===== src/rtl/filt_seq_ctrl.sv =====
// Frame sequencer for the 1-bit FIR stage: counts bit strobes, snapshots the buffer once
// per decimation frame, steps the MAC through every tap group and pushes the result.
module filt_seq_ctrl #(
   parameter int TAPS    = 512,
   parameter int LANES   = 4,
   parameter int DECIM   = 32,
   parameter int MAC_LAT = 2,
   parameter int AW      = $clog2(TAPS / LANES)
) (
   input  logic          Clock,
   input  logic          Reset,
   input  logic          Enable,
   input  logic          BitIn,
   input  logic [15:0]   Acc,
   input  logic          PushReady,
   input  logic          OvrClr,
   output logic          Filter,
   output logic [AW-1:0] TapAddr,
   output logic          AccClr,
   output logic          AccEn,
   output logic [15:0]   Dout,
   output logic          Push,
   output logic          Busy,
   output logic          Overrun
);
   localparam int BEATS = TAPS / LANES;
   localparam int CW    = $clog2(DECIM);
   localparam int DW    = $clog2(MAC_LAT + 2);
   localparam logic [AW-1:0] LAST_BEAT  = AW'(BEATS - 1);
   localparam logic [CW-1:0] LAST_BIT   = CW'(DECIM - 1);
   localparam logic [DW-1:0] LAST_DRAIN = DW'(MAC_LAT);

   typedef enum logic [2:0] {
      IDLE  = 3'd0,
      SNAP  = 3'd1,
      MAC   = 3'd2,
      DRAIN = 3'd3,
      PUSH  = 3'd4
   } state_t;

   state_t          state_r;
   state_t          state_s;
   logic [CW-1:0]   bit_cnt_r;
   logic [CW-1:0]   bit_cnt_s;
   logic [DW-1:0]   drain_cnt_r;
   logic [DW-1:0]   drain_cnt_s;
   logic            tick_s;
   logic            handshake_s;
   logic            drop_s;
   logic            filter_s;
   logic [AW-1:0]   tap_s;
   logic            acc_clr_s;
   logic            acc_en_s;
   logic [15:0]     dout_s;
   logic            push_s;
   logic            busy_s;
   logic            overrun_s;

   // Frame tick and push handshake decode
   always_comb begin
      tick_s      = BitIn && Enable && (bit_cnt_r == LAST_BIT);
      handshake_s = Push && PushReady;
   end

   // Bit strobe counter: Enable low parks it at zero
   always_comb begin
      bit_cnt_s = bit_cnt_r;
      if (!Enable) begin
         bit_cnt_s = {CW{1'b0}};
      end else if (BitIn) begin
         if (bit_cnt_r == LAST_BIT) begin
            bit_cnt_s = {CW{1'b0}};
         end else begin
            bit_cnt_s = bit_cnt_r + CW'(1'b1);
         end
      end else begin
         bit_cnt_s = bit_cnt_r;
      end
   end

   // Next state and next registered outputs
   always_comb begin
      state_s     = state_r;
      drain_cnt_s = {DW{1'b0}};
      drop_s      = 1'b0;
      filter_s    = 1'b0;
      tap_s       = {AW{1'b0}};
      acc_clr_s   = 1'b0;
      acc_en_s    = 1'b0;
      dout_s      = Dout;
      push_s      = 1'b0;
      case (state_r)
         IDLE: begin
            if (tick_s) begin
               state_s  = SNAP;
               filter_s = 1'b1;
            end else begin
               state_s = IDLE;
            end
         end
         SNAP: begin
            drop_s    = tick_s;
            state_s   = MAC;
            acc_en_s  = 1'b1;
            acc_clr_s = 1'b1;
         end
         MAC: begin
            drop_s = tick_s;
            if (TapAddr == LAST_BEAT) begin
               state_s = DRAIN;
            end else begin
               state_s  = MAC;
               acc_en_s = 1'b1;
               tap_s    = TapAddr + AW'(1'b1);
            end
         end
         // The MAC registers the last beat one edge after AccEn drops, so the drain
         // runs MAC_LAT+1 cycles before Acc is sampled.
         DRAIN: begin
            drop_s = tick_s;
            if (drain_cnt_r == LAST_DRAIN) begin
               state_s = PUSH;
               push_s  = 1'b1;
               dout_s  = Acc;
            end else begin
               state_s     = DRAIN;
               drain_cnt_s = drain_cnt_r + DW'(1'b1);
            end
         end
         PUSH: begin
            if (handshake_s) begin
               if (tick_s) begin
                  state_s  = SNAP;
                  filter_s = 1'b1;
               end else begin
                  state_s = IDLE;
               end
            end else begin
               drop_s  = tick_s;
               state_s = PUSH;
               push_s  = 1'b1;
            end
         end
         default: begin
            state_s = IDLE;
         end
      endcase
      busy_s = (state_s != IDLE);
      if (drop_s) begin
         overrun_s = 1'b1;
      end else if (OvrClr) begin
         overrun_s = 1'b0;
      end else begin
         overrun_s = Overrun;
      end
   end

   // State, counters and all outputs
   always_ff @(posedge Clock) begin
      if (Reset) begin
         state_r     <= IDLE;
         bit_cnt_r   <= {CW{1'b0}};
         drain_cnt_r <= {DW{1'b0}};
         Filter      <= 1'b0;
         TapAddr     <= {AW{1'b0}};
         AccClr      <= 1'b0;
         AccEn       <= 1'b0;
         Dout        <= 16'h0000;
         Push        <= 1'b0;
         Busy        <= 1'b0;
         Overrun     <= 1'b0;
      end else begin
         state_r     <= state_s;
         bit_cnt_r   <= bit_cnt_s;
         drain_cnt_r <= drain_cnt_s;
         Filter      <= filter_s;
         TapAddr     <= tap_s;
         AccClr      <= acc_clr_s;
         AccEn       <= acc_en_s;
         Dout        <= dout_s;
         Push        <= push_s;
         Busy        <= busy_s;
         Overrun     <= overrun_s;
      end
   end
endmodule

===== config.mk =====
export PLATFORM = sky130hd
export DESIGN_NAME = filt_seq_ctrl
export DESIGN_NICKNAME = d
export VERILOG_FILES = /design/src/rtl/filt_seq_ctrl.sv
export SDC_FILE = /design/constraint.sdc
export NUM_CORES = 1
export LEC_CHECK = 0
export CORE_UTILIZATION = 30
export DETAILED_ROUTE_END_ITERATION = 7
export PLACE_DENSITY_LB_ADDON = 0.12
export SLEW_MARGIN = 20
export SYNTH_ARGS = -nofsm -noshare
export SYNTH_HDL_FRONTEND = slang
export SYNTH_SLANG_ARGS = --single-unit

===== constraint.sdc =====
create_clock -name Clock -period 1.5 [get_ports Clock]
set_clock_uncertainty 0.1 [all_clocks]
set_input_delay 0.375 -clock Clock [delete_from_list [all_inputs] [get_ports Clock]]
set_output_delay 0.375 -clock Clock [all_outputs]
set_load 0.05 [all_outputs]

After elaboration in Yosys (flattened, before gate mapping)
Index checks and enable logic that the tools add are counted.
{"block": "classes", "multipliers": 0, "shift": 0, "div_mod_pow": 0, "n_eq_ne": 7, "mux": 19, "addsub": 3, "reduce_logical": 11, "n_lt_le_gt_ge": 0, "n_bitwise": 3}
{"op": "case mux 3 bit (5 select lines)", "n": 1}
{"op": "two-way mux 1 bit", "n": 11}
{"op": "OR reduction 3 bit", "n": 3}
{"op": "case mux 1 bit (2 select lines)", "n": 4}
{"op": "adder 7 x 1 -> 7 bit, second input constant", "n": 1}
{"op": "equality test 7 bit, second input constant", "n": 1}
{"op": "equality test 3 x 2 -> 1 bit, second input constant", "n": 2}
{"op": "two-way mux 3 bit", "n": 2}
{"op": "adder 5 x 1 -> 5 bit, second input constant", "n": 1}
{"op": "equality test 5 bit, second input constant", "n": 1}
{"op": "two-way mux 5 bit", "n": 1}
{"op": "equality test 3 x 1 -> 1 bit, second input constant", "n": 1}
{"op": "equality test 3 bit, second input constant", "n": 1}
{"op": "logical AND 1 bit", "n": 3}
{"op": "logical NOT 3 bit", "n": 1}
{"op": "inverter 1 bit", "n": 3}
{"op": "nonzero test 3 bit", "n": 1}
{"op": "adder 2 x 1 -> 2 bit, second input constant", "n": 1}
{"op": "equality test 2 bit, second input constant", "n": 1}
{"op": "AND reduction 2 bit", "n": 1}
{"op": "nonzero test 2 bit", "n": 1}
{"op": "OR reduction 2 bit", "n": 1}
{"block": "word_totals", "output_inout_bits": 29, "input_bits": 22, "register_bits": 39, "latchBits": 0, "romBits": 0, "mem_bits_rw": 0, "mem_count": 0}

Depth between registers and ports, before layout
Gate-level depths: netlist of run 1.
{"block": "logic_depth", "ltp_word": 6, "mapped_depth": 7}

Worst setup path before layout of run 1
OpenSTA, ideal clock, no wires.
{"block": "synth_path", "path_type": "register to register", "startpoint": "register TapAddr[0]", "endpoint": "register TapAddr[6]", "n_path_buf": 0, "setup_slack_ns": -0.277, "t_arrival_ns": 1.607, "stages_incl_launch_ff": 5, "synth_period_minus_slack_ns": 1.777, "setup_ns": 0.070, "cell_sequence": "dfxtp_1 -> ha_1 -> nand3_1 -> or3_1 -> a21oi_1"}
{"block": "synth_between", "elab_chain_len": 2, "word_cells_on_any_way": 3}
{"item": "from (decl)", "line": "18", "source": "output logic [AW-1:0] TapAddr,"}
{"item": "from (signal assigned)", "line": "165", "source": "TapAddr <= {AW{1'b0}};"}
{"item": "from (signal assigned)", "line": "177", "source": "TapAddr <= tap_s;"}
{"item": "parallel branches: the longest is 2 deep, another holds adder 7 x 1 -> 7 bit"}
Several ways; the timed one is not identified.
A chain may end at the register's enable or synchronous reset.

Final worst setup path of run 1
{"block": "layout_path", "startpoint": "register bit_cnt_r[1]", "endpoint": "register state_r[0]"}
{"block": "layout_between", "elab_chain_len": 5}
{"item": "from (decl)", "line": "43", "source": "logic [CW-1:0] bit_cnt_r;"}
{"item": "from (signal assigned)", "line": "162", "source": "bit_cnt_r <= {CW{1'b0}};"}
{"item": "from (signal assigned)", "line": "174", "source": "bit_cnt_r <= bit_cnt_s;"}
{"item": "equality test 5 bit *", "line": "61", "source": "tick_s = BitIn && Enable && (bit_cnt_r == LAST_BIT);"}
{"item": "logical AND 1 bit *", "line": "61"}
{"item": "two-way mux 1 bit *", "line": "94, 132"}
{"item": "two-way mux 3 bit", "line": "131", "source": "if (handshake_s) begin"}
{"item": "case mux 3 bit (5 select lines) *", "line": "92", "source": "case (state_r)"}
{"item": "to (signal assigned)", "line": "173", "source": "state_r <= state_s;"}
{"item": "to (decl)", "line": "41", "source": "state_t state_r;"}
Mark *: on every way between the ends. The rest lies on a longest branch, timed or not.

==> flow_summary.yaml, run 1 <==
power_and_ir_drop:
  report.power.total_mw: 1.82
  cellLeakagePower_nw: 1.03
  cellPowerDensity_nw_per_um2: 668
  ir_worst_vdd_v: 0.000433
worst_setup_path:
  data_required_time_of_the_worst_path_ns: 1.63
  critical_path_peak_fanout: 2
  crit_path_top_delay_cell: "or4_4"
  ff2ff_path_depth: 6
  worst_setup_ep_type: "register"
  worstSetupPathType: "reg -> reg"
  ff2ff_setup_slack_ns: -0.04
  r2r-end: "state_r[0]"
  worstPathArrival_ns: 1.67
  most_repeated_library_cell_on_the_critical_path: "ha_4"
  cpPeakStageDelay_ns: 0.43
  reg2reg_from: "bit_cnt_r[1]"
  worst_setup_path_start_kind: "register"
  crit_path_cell_trace: "ha_4 > and3_4 > ha_4 > nand2_2 > or4_4 > nand3_2"
run:
  max_cap_violations: 0
sta:
  fin_crit_ns: 1.54
  report.final.slew_viol_count: 0
  finalWorstSetupSlack_ns: -0.0369
  final.period_utilization: 1.02
  setup_violation_total_in_the_final_timing_report: 3
  grt_setup_unrepaired: "true"
  worstMarginPinSlew_ns: 0.392
  hold_violations: 0
  fin_hold_ws_ns: 0.321
  slew_headroom: 0.735
  tns_ns: -0.0528
  max_freq_mhz: 651
yosys:
  yosys_register_bits: 39
  ys_async_sr_fraction: 0
  syn_area_um2: 1480
  ys_types: 34
  syn_area_per_cell_um2: 8.80
  netlist.area_leader.share: 0.528
  syn_inst: 168
  synth_top_cells_by_area: "dfxtp_1 (53%), nand2_1 (9.1%), a21oi_1 (7.1%)"
  warnings_synthesis: 0
  synth_seq_area_share: 0.528
  yosysTopAreaCell: "dfxtp_1"
  synth_top_flop_cell: "dfxtp_1"
  synth-edff-count: 0
  synth_nets: 194
layout:
  n_fill_cell: 410
  nNetsFinal: 268
  post_route_cells_drive_above_1_share: 0.342
  mostFrequentLayoutCells: "nand2_1 (35), dfxtp_1 (33), buf_12 (31)"
  flow.area_growth_from_synthesis_pct: 84.4
  multi_input_comb_area_um2: 724
  fin_cells: 310
  antenna_cells_inserted: 0
  final_core_util: 0.577
  layout_commonest_cell: "nand2_1"
  seq_area_um2: 788
detailed_routing:
  antenna_left: 0
  detailedRoute.firstPassIterationCount: 4
  post_drt_wl_per_cell_um: 12.4
  remaining_drcs: 0
  vias: 1420
  routed_wl_mm: 3.84
  post_drt_via_cell_ratio: 4.58
  detail_route.iter0.violations: 43
global_route:
  antenna_found_initial: 0
  global_route.usage.total: 0.147
  grt_first_pass_wirelength_mm: 5.76
  globalRoute.totalOverflow: 0
  grt_max_degree: 25
  via_count_of_the_first_global_routing_pass: 1322
floorplan:
  placement_rows: 25
  die-width_um: 72.2
  die_h_um: 72.2
  start_util: 0.313
  floorplan.io_pins: 51
  die_area_um2: 5210
  core_region_area_um2: 4720
status:
  violations: "setup timing"
  outcome: "complete, but fails checks"
clocking:
  cts_stage_hold_buffer_count: 0
  clock_sinks: 39
  clk-insertion-delay-late_ns: 0.29
  cts.path.max_buffers: 2
  clock_tree_root_buffer_cell: "clkbuf_8"
  tritoncts: "done"
  tritoncts.num_buffers: 5
  h-tree-depth: 2
  clock_pin_transition_on_the_worst_setup_and_hold_timing_paths_ns: 0.08
placed_design:
  dp.cells: 299
  place.gp.congestion: 0.740
  post-dp-hpwl_mm: 2.73
  portBuffers: 50
min_path:
  worst_hold_path.num_cells: 1
  whs_endpoint: "drain_cnt_r[0]"
  min-delay-start: "drain_cnt_r[0]"
  worst_hold_path_class: "reg -> reg"
-- metrics by stage --
stage / setup slack [ns] / cell area, um^2
4_1_cts: -0.0279 / 2650
2_1_floorplan: -0.130 / 1520
5_1_grt: -0.0818 / 2730
6_report: -0.0369 / 2730
3_5_place_dp: -0.468 / 2540
3_3_place_gp: -0.436 / 2540
-- worst max-delay path by stage --
stage,cells after the start,start,endpoint,slack [ns]
global placement,4,Reset,state_r[0],-0.44
CTS,6,bit_cnt_r[1],state_r[0],-0.03
finish,6,bit_cnt_r[1],state_r[0],-0.04
global route,6,bit_cnt_r[1],state_r[0],-0.08
detailed placement,4,Reset,state_r[0],-0.47
floorplan,6,bit_cnt_r[0],state_r[0],-0.13
-- registers in the layout, summed over array words and instances (netlist names), 2 cells and up --
register     flops
state_r          3
drain_cnt_r      2
bit_cnt_r        5
TapAddr          7
Dout            16
-- power breakdown --
| group | switching, mW | internal [mW] |
|---|---|---|
| sequential | 0.00153 | 1.04 |
| combinational | 0.0317 | 0.0620 |
| clock | 0.366 | 0.325 |
| total | 0.399 | 1.42 |
-- cells in the mapped netlist, types with 2 or more instances --
cell type and count:
a21oi_1 21, and3_1 2, clkbuf_1 6, dfxtp_1 39, ha_1 4, inv_1 5
mux2i_1 3, nand2_1 36, nand3_1 5, nor2_1 16, nor3b_1 2, o21ai_0 3
or3_1 3, xor2_1 3
-- metal layers --
metal / part of all wire / track usage / vias to the layer above
li1: - / - / 716
met1: 0.39 / 0.156 / 659
met2: 0.54 / 0.267 / 36
met3: 0.051 / 0.0444 / 9
met4: 0.026 / 0.0654 / 0
met5: 0 / 0 / -
-- final cells by class --
| type | instances | share of cell area |
|---|---|---|
| multi-input combinational | 116 | 0.266 |
| tap | 67 | 0.0307 |
| clock buffer | 6 | 0.0266 |
| clock inverter | 2 | 0.00459 |
| inverter | 5 | 0.00688 |
| timing repair buffer | 75 | 0.377 |
| sequential | 39 | 0.289 |
-- timing repair --
item                                    4_1_cts  5_1_grt
cloned                                        0        1
endpoints found under the setup margin       11       18
setup buffers                                 0        2
pin swaps                                     2        3
resized for setup                             8        8
-- worst max-delay path: cells and delay by family (launching register included) --
kind,cells,cell delay (ns)
simple gates,4,0.76
flops,1,0.35
fa+ha+maj,2,0.26
-- kinds of logic (layout without fill, tap and decap cells) --
group / Yosys count / in the layout / share of synthesized area
multiplexers: 3 / 3 / 0.0203
XOR/XNOR: 4 / 4 / 0.0237
AND/OR/NAND/NOR: 75 / 75 / 0.240
AO/OA/AOI/OAI: 30 / 30 / 0.115
adder cells (fa/ha/maj): 4 / 4 / 0.0338
buffers and inverters: 13 / 88 / 0.0389
flip-flops: 39 / 39 / 0.528
(Power assumes the default switching activity.)
==> run 2: changes to the inputs <==
TNS_END_PERCENT = 1   (was default)
==> run 2 against run 1 <==
Largest cell class unchanged. Core utilization down 0.64 points. The run still ends with setup timing left. Wire length down 8.8%. Sequential power about the same. Die area unchanged. Worst hold slack worse by 0.0072 ns. Via count down 1.5%. Total power down 2.2%.
==> flow_summary.yaml, run 2 (synthesis gave the netlist of run 1 again) <==
worst_setup_path:
  data_required_time_of_the_worst_path_ns: 1.62
  r2r-end: "state_r[0]"
  worstSetupPathType: "reg -> reg"
  worst_setup_path_start_kind: "register"
  ff2ff_setup_slack_ns: -0.007
  worst_setup_ep_type: "register"
  worstPathArrival_ns: 1.63
  reg2reg_from: "bit_cnt_r[0]"
  ff2ff_path_depth: 6
  critical_path_peak_fanout: 2
global_route:
  globalRoute.totalOverflow: 0
  grt_max_degree: 25
  via_count_of_the_first_global_routing_pass: 1360
  grt_first_pass_wirelength_mm: 5.80
  global_route.usage.total: 0.141
  antenna_found_initial: 0
sta:
  report.final.slew_viol_count: 0
  grt_setup_unrepaired: "true"
  max_freq_mhz: 664
  finalWorstSetupSlack_ns: -0.00709
  setup_violation_total_in_the_final_timing_report: 1
  worstMarginPinSlew_ns: 0.385
  fin_crit_ns: 1.51
  fin_hold_ws_ns: 0.314
  hold_violations: 0
  final.period_utilization: 1.00
  slew_headroom: 0.740
floorplan:
  floorplan.io_pins: 51
  die-width_um: 72.2
  die_area_um2: 5210
  start_util: 0.313
  placement_rows: 25
  die_h_um: 72.2
  core_region_area_um2: 4720
layout:
  fin_cells: 309
  n_fill_cell: 418
  flow.area_growth_from_synthesis_pct: 82.4
  seq_area_um2: 787
  largest_register_ff_count: 16
  multi_input_comb_area_um2: 728
  post_route_cells_drive_above_1_share: 0.326
  layout_commonest_cell: "nand2_1"
  antenna_cells_inserted: 0
  layout_top_registers: "Dout (16), TapAddr (7), bit_cnt_r (5)"
  final_core_util: 0.571
  mostFrequentLayoutCells: "nand2_1 (35), dfxtp_1 (34), buf_12 (31)"
  regMostFlops: "Dout"
  nNetsFinal: 267
detailed_routing:
  dr.max_layer_used: "met4"
  vias: 1399
  post_drt_via_cell_ratio: 4.53
  wl_met1_mm: 1.45
  met2_wirelength_mm: 1.84
  detail_route.iter0.violations: 49
  antenna_left: 0
  post_drt_wl_per_cell_um: 11.3
  dr_wl_met3_um: 184
  remaining_drcs: 0
  detailedRoute.firstPassIterationCount: 4
  routed_wl_mm: 3.50
clocking:
  tritoncts.num_buffers: 5
  tritoncts: "done"
  clock_sinks: 39
  cts.path.max_buffers: 2
  clock_tree_root_buffer_cell: "clkbuf_8"
  clock_pin_transition_on_the_worst_setup_and_hold_timing_paths_ns: 0.07
  clk-insertion-delay-late_ns: 0.28
  cts_stage_hold_buffer_count: 0
  h-tree-depth: 2
placed_design:
  place_ws_ns: -0.460
  portBuffers: 50
  post-dp-hpwl_mm: 2.67
  dp.cells: 300
  place.gp.congestion: 0.745
power_and_ir_drop:
  cellLeakagePower_nw: 1.02
  ir_worst_vdd_v: 0.000407
  cellPowerDensity_nw_per_um2: 661
status:
  outcome: "complete, but fails checks"
  violations: "setup timing"
min_path:
  min-delay-start: "drain_cnt_r[0]"
  whs_endpoint: "drain_cnt_r[0]"
  worst_hold_path.num_cells: 1
  worst_hold_path_class: "reg -> reg"
run:
  max_cap_violations: 0
## run 2: cell count changes in the layout (fill, tap and decap cells not counted), sizes merged
cell	change
clkinvlp	-1
## run 2: final cells by class
cell class                      count  share of cell area
Tap cell                           67              0.0311
Multi-Input combinational cell    116               0.270
Clock inverter                      1             0.00186
Timing Repair Buffer               74               0.370
Clock buffer                        7              0.0283
Inverter                            5             0.00696
Sequential cell                    39               0.292
## run 2: how the worst max path moves through the flow
stage | startpoint | end | slack, ns | depth (start not counted)
floorplan | bit_cnt_r[0] | state_r[0] | -0.13 | 6
global placement | Reset | state_r[0] | -0.44 | 4
detailed placement | Reset | state_r[0] | -0.46 | 4
CTS | bit_cnt_r[0] | state_r[0] | -0.07 | 6
global route | bit_cnt_r[0] | Overrun | -0.06 | 7
finish | bit_cnt_r[0] | state_r[0] | -0.007 | 6
## run 2: where the power goes
group	switching (mW)	internal (mW)	total (mW)
clock network	0.326	0.326	0.652
registers	0.00158	1.04	1.04
logic	0.0306	0.0610	0.0916
## run 2: what timing repair did
action | in CTS | in global routing
pin swaps | 7 | 2
setup buffers | 1 | 0
resized for setup | 5 | 9
setup endpoints to repair | 9 | 19
## run 2: through the flow
| step | total power [mW] | instance area (um^2) | setup TNS, ns |
|---|---|---|---|
| 6_report | 1.78 | 2700 | -0.00709 |
| 5_1_grt | 1.87 | 2700 | -0.220 |
| 4_1_cts | 1.81 | 2660 | -0.145 |
| 3_5_place_dp | 1.15 | 2550 | -5.77 |
| 3_3_place_gp | 1.15 | 2550 | -5.08 |
| 2_1_floorplan | 1.09 | 1520 | -0.372 |
## run 2: layer usage
layer  vias up  GRT usage
li1        709          -
met1       656      0.161
met2        29      0.251
met3         5     0.0417
met4         0     0.0458
met5         -          0
## run 2: critical path: stages (launching register included)
cell	delay, ns
dfxtp_2	0.35
ha_4	0.13
and3_4	0.18
ha_4	0.13
nand2_2	0.05
or4_4	0.42
nand3_2	0.08
==> run 3: changes to the inputs <==
SLEW_MARGIN = default   (was 20)
==> results of run 3 <==
No change in the layout: final DEF, timing and power equal those of run 2.
